## src/rtl/snake_dir_ctrl_if.sv

```systemverilog
// Signal bundle between the key debouncers / game timer and the snake direction controller.
// The slave modport is the controller; the master modport is whoever drives keys, ticks and clears.
interface snake_dir_ctrl_if;
   logic       key_up_flag;
   logic       key_down_flag;
   logic       key_left_flag;
   logic       key_right_flag;
   logic       step_tick;
   logic       game_clr;
   logic [1:0] dir;
   logic       dir_upd;
   logic [2:0] q_level;
   logic       key_drop;

   modport master (
      output key_up_flag, key_down_flag, key_left_flag, key_right_flag,
      output step_tick, game_clr,
      input  dir, dir_upd, q_level, key_drop
   );

   modport slave (
      input  key_up_flag, key_down_flag, key_left_flag, key_right_flag,
      input  step_tick, game_clr,
      output dir, dir_upd, q_level, key_drop
   );
endinterface

```

## src/rtl/snake_dir_ctrl.sv

```systemverilog
// Validates direction key pulses against the last requested heading and queues accepted
// turns; one queued turn is committed to the movement heading per step tick.
module snake_dir_ctrl #(
   parameter int         QUEUE_DEPTH = 2,
   parameter logic [1:0] RESET_DIR   = 2'b11
) (
   input  logic                 sys_clk,
   input  logic                 sys_rst,
   snake_dir_ctrl_if.slave      bus
);

   localparam logic [1:0] LAST_PTR = 2'(QUEUE_DEPTH - 1);
   localparam logic [2:0] FULL_CNT = 3'(QUEUE_DEPTH);

   // Storage is always four entries so 2-bit pointers index it without width games.
   logic [1:0] r_mem [4];
   logic [1:0] r_rd_ptr;
   logic [1:0] r_wr_ptr;
   logic [2:0] r_count;
   logic [1:0] r_dir;
   logic [1:0] r_ref_dir;
   logic       r_dir_upd;
   logic       r_key_drop;

   logic [2:0] w_n_flags;
   logic       w_one_key;
   logic       w_multi_key;
   logic [1:0] w_req;
   logic       w_full;
   logic       w_pop;
   logic       w_turn;
   logic       w_push;
   logic       w_drop;
   logic [2:0] w_count_nxt;

   assign w_n_flags   = 3'(bus.key_up_flag) + 3'(bus.key_down_flag)
                      + 3'(bus.key_left_flag) + 3'(bus.key_right_flag);
   assign w_one_key   = (w_n_flags == 3'd1);
   assign w_multi_key = (w_n_flags >= 3'd2);

   always_comb begin
      w_req = 2'b00;
      if (bus.key_down_flag)       w_req = 2'b01;
      else if (bus.key_left_flag)  w_req = 2'b10;
      else if (bus.key_right_flag) w_req = 2'b11;
   end

   assign w_full = (r_count == FULL_CNT);
   assign w_pop  = bus.step_tick && (r_count != 3'd0);
   // Same heading and reverse heading share the axis bit, so one compare rejects both.
   assign w_turn = w_one_key && (w_req[1] != r_ref_dir[1]);
   assign w_push = w_turn && (!w_full || w_pop);
   assign w_drop = w_multi_key || (w_turn && w_full && !w_pop);
   assign w_count_nxt = r_count + 3'(w_push) - 3'(w_pop);

   always_ff @(posedge sys_clk or posedge sys_rst) begin
      if (sys_rst) begin
         for (int i = 0; i < 4; i++) r_mem[i] <= 2'b00;
         r_rd_ptr   <= 2'd0;
         r_wr_ptr   <= 2'd0;
         r_count    <= 3'd0;
         r_dir      <= RESET_DIR;
         r_ref_dir  <= RESET_DIR;
         r_dir_upd  <= 1'b0;
         r_key_drop <= 1'b0;
      end else if (bus.game_clr) begin
         r_rd_ptr   <= 2'd0;
         r_wr_ptr   <= 2'd0;
         r_count    <= 3'd0;
         r_dir      <= RESET_DIR;
         r_ref_dir  <= RESET_DIR;
         r_dir_upd  <= 1'b0;
         r_key_drop <= 1'b0;
      end else begin
         if (w_push) begin
            r_mem[r_wr_ptr] <= w_req;
            r_wr_ptr        <= (r_wr_ptr == LAST_PTR) ? 2'd0 : r_wr_ptr + 2'd1;
            r_ref_dir       <= w_req;
         end
         // A pop alone never moves ref_dir: the tail stays, or the emptied queue's
         // last entry becomes dir, which is the same value.
         if (w_pop) begin
            r_dir    <= r_mem[r_rd_ptr];
            r_rd_ptr <= (r_rd_ptr == LAST_PTR) ? 2'd0 : r_rd_ptr + 2'd1;
         end
         r_count    <= w_count_nxt;
         r_dir_upd  <= w_pop;
         r_key_drop <= w_drop;
      end
   end

   assign bus.dir      = r_dir;
   assign bus.dir_upd  = r_dir_upd;
   assign bus.q_level  = r_count;
   assign bus.key_drop = r_key_drop;

endmodule
```

## src/flat_wrapper.sv

```systemverilog
// flat-port wrapper written by rule: the top's interface ports become plain ports
module snake_dir_ctrl_flat 
#(
   parameter int         QUEUE_DEPTH = 2,
   parameter logic [1:0] RESET_DIR   = 2'b11
)
  (sys_clk, sys_rst, bus_key_up_flag, bus_key_down_flag, bus_key_left_flag, bus_key_right_flag, bus_step_tick, bus_game_clr, bus_dir, bus_dir_upd, bus_q_level, bus_key_drop);
  snake_dir_ctrl_if bus_i ();
  input  logic sys_clk;
  input  logic sys_rst;
  input wire logic [$bits(bus_i.key_up_flag)-1:0] bus_key_up_flag;
  input wire logic [$bits(bus_i.key_down_flag)-1:0] bus_key_down_flag;
  input wire logic [$bits(bus_i.key_left_flag)-1:0] bus_key_left_flag;
  input wire logic [$bits(bus_i.key_right_flag)-1:0] bus_key_right_flag;
  input wire logic [$bits(bus_i.step_tick)-1:0] bus_step_tick;
  input wire logic [$bits(bus_i.game_clr)-1:0] bus_game_clr;
  output wire logic [$bits(bus_i.dir)-1:0] bus_dir;
  output wire logic [$bits(bus_i.dir_upd)-1:0] bus_dir_upd;
  output wire logic [$bits(bus_i.q_level)-1:0] bus_q_level;
  output wire logic [$bits(bus_i.key_drop)-1:0] bus_key_drop;
  assign bus_i.key_up_flag = bus_key_up_flag;
  assign bus_i.key_down_flag = bus_key_down_flag;
  assign bus_i.key_left_flag = bus_key_left_flag;
  assign bus_i.key_right_flag = bus_key_right_flag;
  assign bus_i.step_tick = bus_step_tick;
  assign bus_i.game_clr = bus_game_clr;
  assign bus_dir = bus_i.dir;
  assign bus_dir_upd = bus_i.dir_upd;
  assign bus_q_level = bus_i.q_level;
  assign bus_key_drop = bus_i.key_drop;
  snake_dir_ctrl #(.QUEUE_DEPTH(QUEUE_DEPTH), .RESET_DIR(RESET_DIR)) u_core (.sys_clk(sys_clk), .sys_rst(sys_rst), .bus(bus_i));
endmodule
```

## config.mk

```make
export PLATFORM = sky130hd
export DESIGN_NAME = snake_dir_ctrl_flat
export DESIGN_NICKNAME = d
export VERILOG_FILES = /design/src/rtl/snake_dir_ctrl_if.sv /design/src/rtl/snake_dir_ctrl.sv /design/src/flat_wrapper.sv
export SDC_FILE = /design/constraint.sdc
export NUM_CORES = 1
export LEC_CHECK = 0
export CAP_MARGIN = 0
export CORE_MARGIN = 2
export CORE_UTILIZATION = 57
export DETAILED_ROUTE_END_ITERATION = 12
export HOLD_SLACK_MARGIN = 0.15
export PLACE_DENSITY = 0.87
export SYNTH_ARGS = -nofsm -noshare
export SYNTH_HDL_FRONTEND = slang
export SYNTH_SLANG_ARGS = --single-unit
export TNS_END_PERCENT = 20
```

## constraint.sdc

```tcl
create_clock -name sys_clk -period 3.96 [get_ports sys_clk]
set_clock_uncertainty 0.1 [all_clocks]
set_input_delay 0.792 -clock sys_clk [delete_from_list [all_inputs] [get_ports sys_clk]]
set_output_delay 0.792 -clock sys_clk [all_outputs]
set_load 0.05 [all_outputs]
```

==> summary.txt, run 1 <==
Power and ir drop
  – Leakage: 0.000608 µW
  – Worst supply voltage drop on vdd: a little under 0.4 mV
  – Total power divided by cell area: ~630 nW/µm²
  – PnR Total Power: a little over 800 µW

Setup path
  – Crit path buffers/inverters: 3
  – Highest cell delay on the worst timing path: ~0.46 ns
  – Endpoint type of the worst setup path: flip-flop
  – Series of cell instances along the critical path: clkdlybuf4s50_1 -> ha_1 -> inv_1 -> fa_1 -> ha_1 -> nor4b_2 -> mux2i_2 -> nor2_1 -> ha_1 -> inv_1 -> fa_1 -> xnor2_1 -> nor2_1
  – Cell family with the largest share of critical-path delay: adder cells
  – Worst Setup Start Kind: primary input
  – Required @ worst endpoint: 4.05 ns
  – Most frequent CP cell: ha_1
  – Critical-path maximum fanout: 8
  – Cell with the largest stage delay on the worst path: clkdlybuf4s50_1
  – Critical path data arrival time: between 3 and 4 ns
  – Type of the worst setup path: in2reg

Global routing
  – Antenna violations before repair: 0
  – Global route total overflow: 0
  – Total track usage: 0.211
  – Via count of the first global-routing pass: 760
  – First-pass GRT wire length: about 3300 µm
  – Largest net degree at the start of global routing: 21

Die
  – Die height: between 40 and 50 µm
  – Ports placed on the boundary: 15
  – Die Outline Area: about 2300 µm²
  – Standard cell core area: between 1500 and 2000 µm²
  – Die Span X: 47.5 µm
  – Row count: 15
  – Starting utilization of the core area: 0.619

Logic synthesis
  – Count of cell types in the netlist: 32
  – Flop and latch count out of synthesis: 20
  – Netlist area before placement: about 1100 µm²
  – Seq/Total Area, Yosys: 0.467
  – Avg Inst Size Synth: between 10 and 15 µm²
  – Cells after synthesis: 90
  – Count of warnings emitted by yosys: 0
  – Net count after synthesis: roughly 110

Routing
  – Total via count after detailed routing: approximately 750
  – Post-route DRC: 0
  – Remaining antenna violation count: 0
  – WL final: roughly 2000 µm
  – DRT Pass-1 Iters: 4
  – DR iter-0 viols: 7
  – WL per Instance: roughly 15 µm
  – Ratio of routed vias to standard cells: around 5.6

Finish
  – Diode count: 0
  – Number of fillers in the final layout: roughly 130
  – Relative area change from synthesis to final layout: 22.5%
  – Final #Nets: between 100 and 150
  – Fraction of layout instances using a drive strength above 1: 0.245
  – Non-Filler Instances: approximately 140
  – Final core utilization: 0.758

Clock network
  – Clock transition at the registers of the reported paths: 0.12 ns
  – Clock latency on the worst-skew pair: ~0.3 ns
  – Clock tree from TritonCTS: yes
  – Sink count of the clock tree: 20
  – Post_cts resized: 0
  – Clk root buf: clkbuf_4
  – Number of buffers added by the clock tree synthesis step: 3
  – CTS HTree Levels: 1
  – Deepest clock path buffer count: 2
  – Hold bufs inserted after CTS: 0
  – Buffers inserted by post-CTS timing repair: 0

STA
  – Maximum operating frequency: 265 MHz
  – Total negative setup slack: 0 ns
  – Slew HR: 0.498
  – Tmin final: between 3 and 4 ns
  – Final Slew Violations: 0
  – Finish-stage setup viols: 0
  – Worst slew pin tran: roughly 0.75 ns
  – Post-route fraction of the period consumed by the critical path: 0.954
  – Endpoints failing hold: 0
  – Setup repair after global routing missed its margin: no

Run status
  – Status: finished, final reports clean

Place
  – Number of instances in the placed design: roughly 130
  – Half-perimeter wire length after placement: between 1500 and 2000 µm
  – Final RePlAce weighted congestion: around 0.75
  – Number of buffers inserted by port buffering: 14

Job
  – Number of max-cap violations: 0

Min path
  – Hold Crit Class: reg2reg
[stage by stage]
step / cell area (µm²) / hold slack, ns / setup slack (ns)
2_1_floorplan: 1080 / 0.359 / 0.523
3_3_place_gp: 1270 / 0.379 / 0.0128
3_5_place_dp: 1270 / 0.379 / -0.167
4_1_cts: 1320 / 0.397 / 0.157
5_1_grt: 1320 / 0.432 / 0.00920
6_report: 1320 / 0.394 / 0.181
[cells in the mapped netlist]
cell | number | area (µm²)
nor2b_1 | 1 | 6.26
ha_1 | 5 | 62.6
or4b_4 | 1 | 13.8
or3_2 | 1 | 7.51
nor4b_1 | 1 | 8.76
o221a_2 | 1 | 11.3
clkbuf_1 | 1 | 3.75
mux2_2 | 6 | 67.6
nor2_1 | 9 | 33.8
or4b_2 | 1 | 10.0
nand2_1 | 6 | 22.5
nand2b_1 | 2 | 12.5
o21ai_0 | 1 | 5.00
nand3b_1 | 2 | 15.0
mux2i_1 | 1 | 10.0
xor2_1 | 1 | 8.76
nor4_2 | 1 | 12.5
o21ba_4 | 1 | 16.3
nor4_1 | 1 | 6.26
mux2i_2 | 1 | 13.8
mux4_2 | 2 | 45.0
dfstp_2 | 3 | 78.8
o31ai_1 | 1 | 7.51
dfrtp_1 | 17 | 425
inv_1 | 10 | 37.5
fa_1 | 2 | 40.0
a21oi_1 | 3 | 15.0
xnor2_1 | 2 | 17.5
nor3_1 | 1 | 5.00
a21o_1 | 1 | 7.51
mux2_1 | 2 | 22.5
nor4b_2 | 2 | 30.0
[kinds of logic (layout without fill, tap and decap cells)]
group / after synthesis / count (layout) / share of synthesized area
and+or+nand+nor: 29 / 29 / 0.170
DFF: 20 / 20 / 0.467
muxes: 12 / 12 / 0.147
buffers and inverters: 11 / 31 / 0.0382
AOI/OAI and AO/OA: 8 / 8 / 0.0579
adders and majority gates: 7 / 7 / 0.0950
xor gates and xnor gates: 3 / 3 / 0.0243
[worst reg2reg max path: cells and delay by family, from the launching register on]
| family | cells | cell delay [ns] |
|---|---|---|
| adders and majority gates | 3 | 0.85 |
| AOI/OAI and AO/OA | 1 | 0.50 |
| DFF | 1 | 0.48 |
| buffers and inverters | 3 | 0.33 |
| xor gates and xnor gates | 1 | 0.18 |
| and+or+nand+nor | 1 | 0.05 |
[cells in the final DEF (no fill, tap or decap), drive strengths merged]
| cell type | Yosys | final |
|---|---|---|
| clkdlybuf4s50 | 0 | 14 |
| or4b | 2 | 2 |
| dfrtp | 17 | 17 |
| clkbuf | 1 | 3 |
| xor2 | 1 | 1 |
| a21o | 1 | 1 |
| o21ba | 1 | 1 |
| nand2 | 6 | 6 |
| a21oi | 3 | 3 |
| xnor2 | 2 | 2 |
| mux2i | 2 | 2 |
| nor2 | 9 | 9 |
| bufinv | 0 | 1 |
| ha | 5 | 5 |
| fa | 2 | 2 |
| or3 | 1 | 1 |
| mux2 | 8 | 8 |
| o21ai | 1 | 1 |
| nor3 | 1 | 1 |
| nor4 | 2 | 2 |
| buf | 0 | 3 |
| o221a | 1 | 1 |
| nor2b | 1 | 1 |
| dfstp | 3 | 3 |
| o31ai | 1 | 1 |
| nor4b | 3 | 3 |
| mux4 | 2 | 2 |
| inv | 10 | 10 |
| nand2b | 2 | 2 |
| nand3b | 2 | 2 |
[per-layer routing]
layer	wire, µm	share of wire	global-route usage
met1	790	0.40	0.246
met2	1100	0.56	0.400
met3	67	0.034	0.0566
met4	5	0.0025	0.0167
met5	0	0	0
[state kept, by name, summed over array words and instances (netlist names)]
name / count
u_core.r_wr_ptr: 2
u_core.bus.key_drop: 1
u_core.bus.q_level: 3
u_core.bus.dir: 2
u_core.r_ref_dir: 1
u_core.r_mem: 8
u_core.bus.dir_upd: 1
u_core.r_rd_ptr: 2
[worst paths after layout]
| check | start | endpoint | slack (ns) | cells past startpoint |
|---|---|---|---|---|
| max | bus_key_down_flag | u_core.bus.q_level[2] | 0.18 | 13 |
| min | u_core.bus.dir[1] | u_core.bus.dir[1] | 0.39 | 2 |
| max reg2reg | u_core.bus.q_level[1] | u_core.bus.q_level[2] | 1.37 | 9 |
| min reg2reg | u_core.bus.dir[1] | u_core.bus.dir[1] | 0.39 | 2 |
| max in group asynchronous | sys_rst | u_core.r_mem[3] | 2.46 | 2 |
| min in group asynchronous | sys_rst | u_core.bus.q_level[1] | 0.81 | 2 |
[layout make-up]
| class | count | area [µm²] | area share |
|---|---|---|---|
| tap | 25 | 31.3 | 0.0237 |
| sequential | 20 | 504 | 0.381 |
| clock inverter | 1 | 30.0 | 0.0227 |
| inverter | 10 | 37.5 | 0.0284 |
| multi-input combinational | 59 | 534 | 0.404 |
| timing repair buffer | 17 | 163 | 0.123 |
| clock buffer | 3 | 22.5 | 0.0170 |
[where the power goes]
group	switching, µW	total [µW]	internal [µW]
Sequential	47.5	306	258
Clock	60.7	163	102
Combinational	200	358	158
(Power assumes the default switching activity.)
==> run 2, diff against run 1 <==
--- a/config.mk
+++ b/config.mk
@@ -6,7 +6,6 @@
 export NUM_CORES = 1
 export LEC_CHECK = 0
 export CAP_MARGIN = 0
-export CORE_MARGIN = 2
 export CORE_UTILIZATION = 57
 export DETAILED_ROUTE_END_ITERATION = 12
 export HOLD_SLACK_MARGIN = 0.15
==> run 2 against run 1 <==
Routed wire length down 2.0%. Register-to-register slack improved by 0.06 ns. First-iteration DRC count up 71%. Total power is 6.7% lower. Via count down 2.1%. Critical endpoint unchanged. Largest cell class unchanged.
==> summary.txt, run 2 (synthesized netlist as in run 1, its figures left out) <==
Routing
  – Remaining antenna violation count: 0
  – DR iter-0 viols: 12
  – DRT Pass-1 Iters: 4
  – Ratio of routed vias to standard cells: between 5 and 6
  – Total via count after detailed routing: about 740
  – WL per Instance: 14.3 µm
  – WL final: between 1500 and 2000 µm
  – Post-route DRC: 0

Global routing
  – Most used routing layer: met2
  – Global-route met1 utilization: 0.270
  – Total track usage: 0.229
  – Global route total overflow: 0
  – Via count of the first global-routing pass: roughly 700
  – Met2 global-route usage: 0.369
  – Global routing met3 resource utilization: 0.0754
  – First-pass GRT wire length: 3190 µm
  – Largest net degree at the start of global routing: 21
  – Antenna violations before repair: 0

Setup path
  – Endpoint type of the worst setup path: flip-flop
  – Reg-to-Reg End: u_core.bus.q_level[2]
  – Required @ worst endpoint: slightly above 4 ns
  – Worst Setup Start Kind: primary input
  – Type of the worst setup path: in2reg
  – Worst Reg-to-Reg Cells: 9
  – Reg2Reg Setup Slack: between 1 and 1.5 ns
  – Critical path data arrival time: between 3 and 4 ns
  – Crit Reg-Reg Startpoint: u_core.bus.q_level[1]
  – Critical-path maximum fanout: 7

Clock network
  – Sink count of the clock tree: 20
  – Clock tree from TritonCTS: yes
  – Clock latency on the worst-skew pair: approximately 0.30 ns
  – CTS HTree Levels: 1
  – Deepest clock path buffer count: 2
  – Clk root buf: clkbuf_4
  – Hold bufs inserted after CTS: 0
  – Number of buffers added by the clock tree synthesis step: 3
  – Post_cts resized: 0
  – Buffers inserted by post-CTS timing repair: 0
  – Clock transition at the registers of the reported paths: between 0.1 and 0.15 ns

STA
  – Setup repair after global routing missed its margin: no
  – Tmin final: between 3 and 4 ns
  – Final Slew Violations: 0
  – Slew HR: 0.524
  – Maximum operating frequency: roughly 270 MHz
  – Post-route fraction of the period consumed by the critical path: 0.936
  – Worst slew pin tran: 0.713 ns
  – Worst hold-check slack: around 0.4 ns
  – Endpoints failing hold: 0
  – Finish-stage setup viols: 0

Place
  – Final RePlAce weighted congestion: 0.740
  – Number of instances in the placed design: between 100 and 150
  – Half-perimeter wire length after placement: 1550 µm
  – Number of buffers inserted by port buffering: 14

Finish
  – Diode count: 0
  – Fraction of layout instances using a drive strength above 1: 0.245
  – Most common library cell in the layout ignoring fill and taps: dfrtp_1
  – Final #Nets: 126
  – Non-Filler Instances: between 100 and 150
  – Relative area change from synthesis to final layout: 21.0%
  – Final core utilization: 0.748
  – Largest register FFs: 8
  – Most frequent cells in the layout: dfrtp_1 (17), clkdlybuf4s50_1 (14), inv_1 (10), nor2_1 (9)
  – Register with the most flip-flops: u_core.r_mem

Run status
  – Status: finished, final reports clean

Die
  – Die Outline Area: 2070 µm²
  – Die height: 45.5 µm
  – Starting utilization of the core area: 0.619
  – Row count: 15
  – Ports placed on the boundary: 15
  – Die Span X: approximately 46 µm
  – Standard cell core area: between 1500 and 2000 µm²

Min path
  – Beginning of the worst hold path: u_core.bus.dir[1]
  – Worst hold path cell count: 2
  – Hold Crit Class: reg2reg
  – Worst min-delay path endpoint: u_core.bus.dir[1]

Power and ir drop
  – Worst supply voltage drop on vdd: 0.408 mV
  – Leakage: roughly 0.0006 µW
  – Total power divided by cell area: roughly 590 nW/µm²

Job
  – Number of max-cap violations: 0
## run 2: changes by cell type in the layout (fill, tap and decap cells not counted)
cell | before | now
bufinv_16 | 1 | 0
clkbuf_8 | 0 | 1
## run 2: power breakdown
group,switching [µW],internal (µW),leakage [µW]
clock network,58.6,56.1,0.0000210
logic,194,157,0.000319
registers,46.8,258,0.000259
total,300,472,0.000599
## run 2: worst max path at each step
| stage | start | to | slack [ns] |
|---|---|---|---|
| finish | bus_key_down_flag | u_core.bus.q_level[2] | 0.25 |
| global route | bus_key_down_flag | u_core.bus.q_level[2] | 0.07 |
| CTS | bus_key_down_flag | u_core.bus.q_level[2] | 0.25 |
| detailed placement | bus_key_down_flag | u_core.bus.q_level[2] | -0.06 |
| global placement | bus_key_down_flag | u_core.bus.q_level[2] | 0.04 |
| floorplan | bus_key_down_flag | u_core.bus.q_level[2] | 0.52 |
## run 2: layer usage
layer  up-vias  wire [µm]
li1        352          -
met1       360        794
met2        20       1030
met3         4         68
met4         0         29
met5         -          0
## run 2: area by class of cell
type	instances	area, µm²
Clock buffer	4	36.3
Timing Repair Buffer	17	163
Inverter	10	37.5
Tap cell	25	31.3
Sequential cell	20	504
Multi-Input combinational cell	59	534
Fill cell	124	439
## run 2: critical path: stages
cell	delay, ns
clkdlybuf4s50_1	0.42
ha_1	0.29
inv_1	0.04
fa_1	0.38
ha_1	0.34
nor4b_2	0.33
mux2i_2	0.19
nor2_1	0.20
ha_1	0.18
inv_1	0.05
fa_1	0.37
xnor2_1	0.16
nor2_1	0.05
## run 2: through the flow
stage / TNS [ns] / cell area, µm² / setup WS (ns) / power [µW]
6_report: 0 / 1310 / 0.252 / 772
5_1_grt: 0 / 1310 / 0.0713 / 823
4_1_cts: 0 / 1310 / 0.245 / 781
3_5_place_dp: -0.0613 / 1270 / -0.0613 / 663
3_3_place_gp: 0 / 1270 / 0.0424 / 642
2_1_floorplan: 0 / 1080 / 0.523 / 560
==> run 3, diff against run 2 <==
--- a/config.mk
+++ b/config.mk
@@ -8,6 +8,7 @@
 export CAP_MARGIN = 0
 export CORE_UTILIZATION = 57
 export DETAILED_ROUTE_END_ITERATION = 12
+export GPL_ROUTABILITY_DRIVEN = 0
 export HOLD_SLACK_MARGIN = 0.15
 export PLACE_DENSITY = 0.87
 export SYNTH_ARGS = -nofsm -noshare
==> results of run 3 <==
Final layout, timing and power as in run 2 (identical DEF).
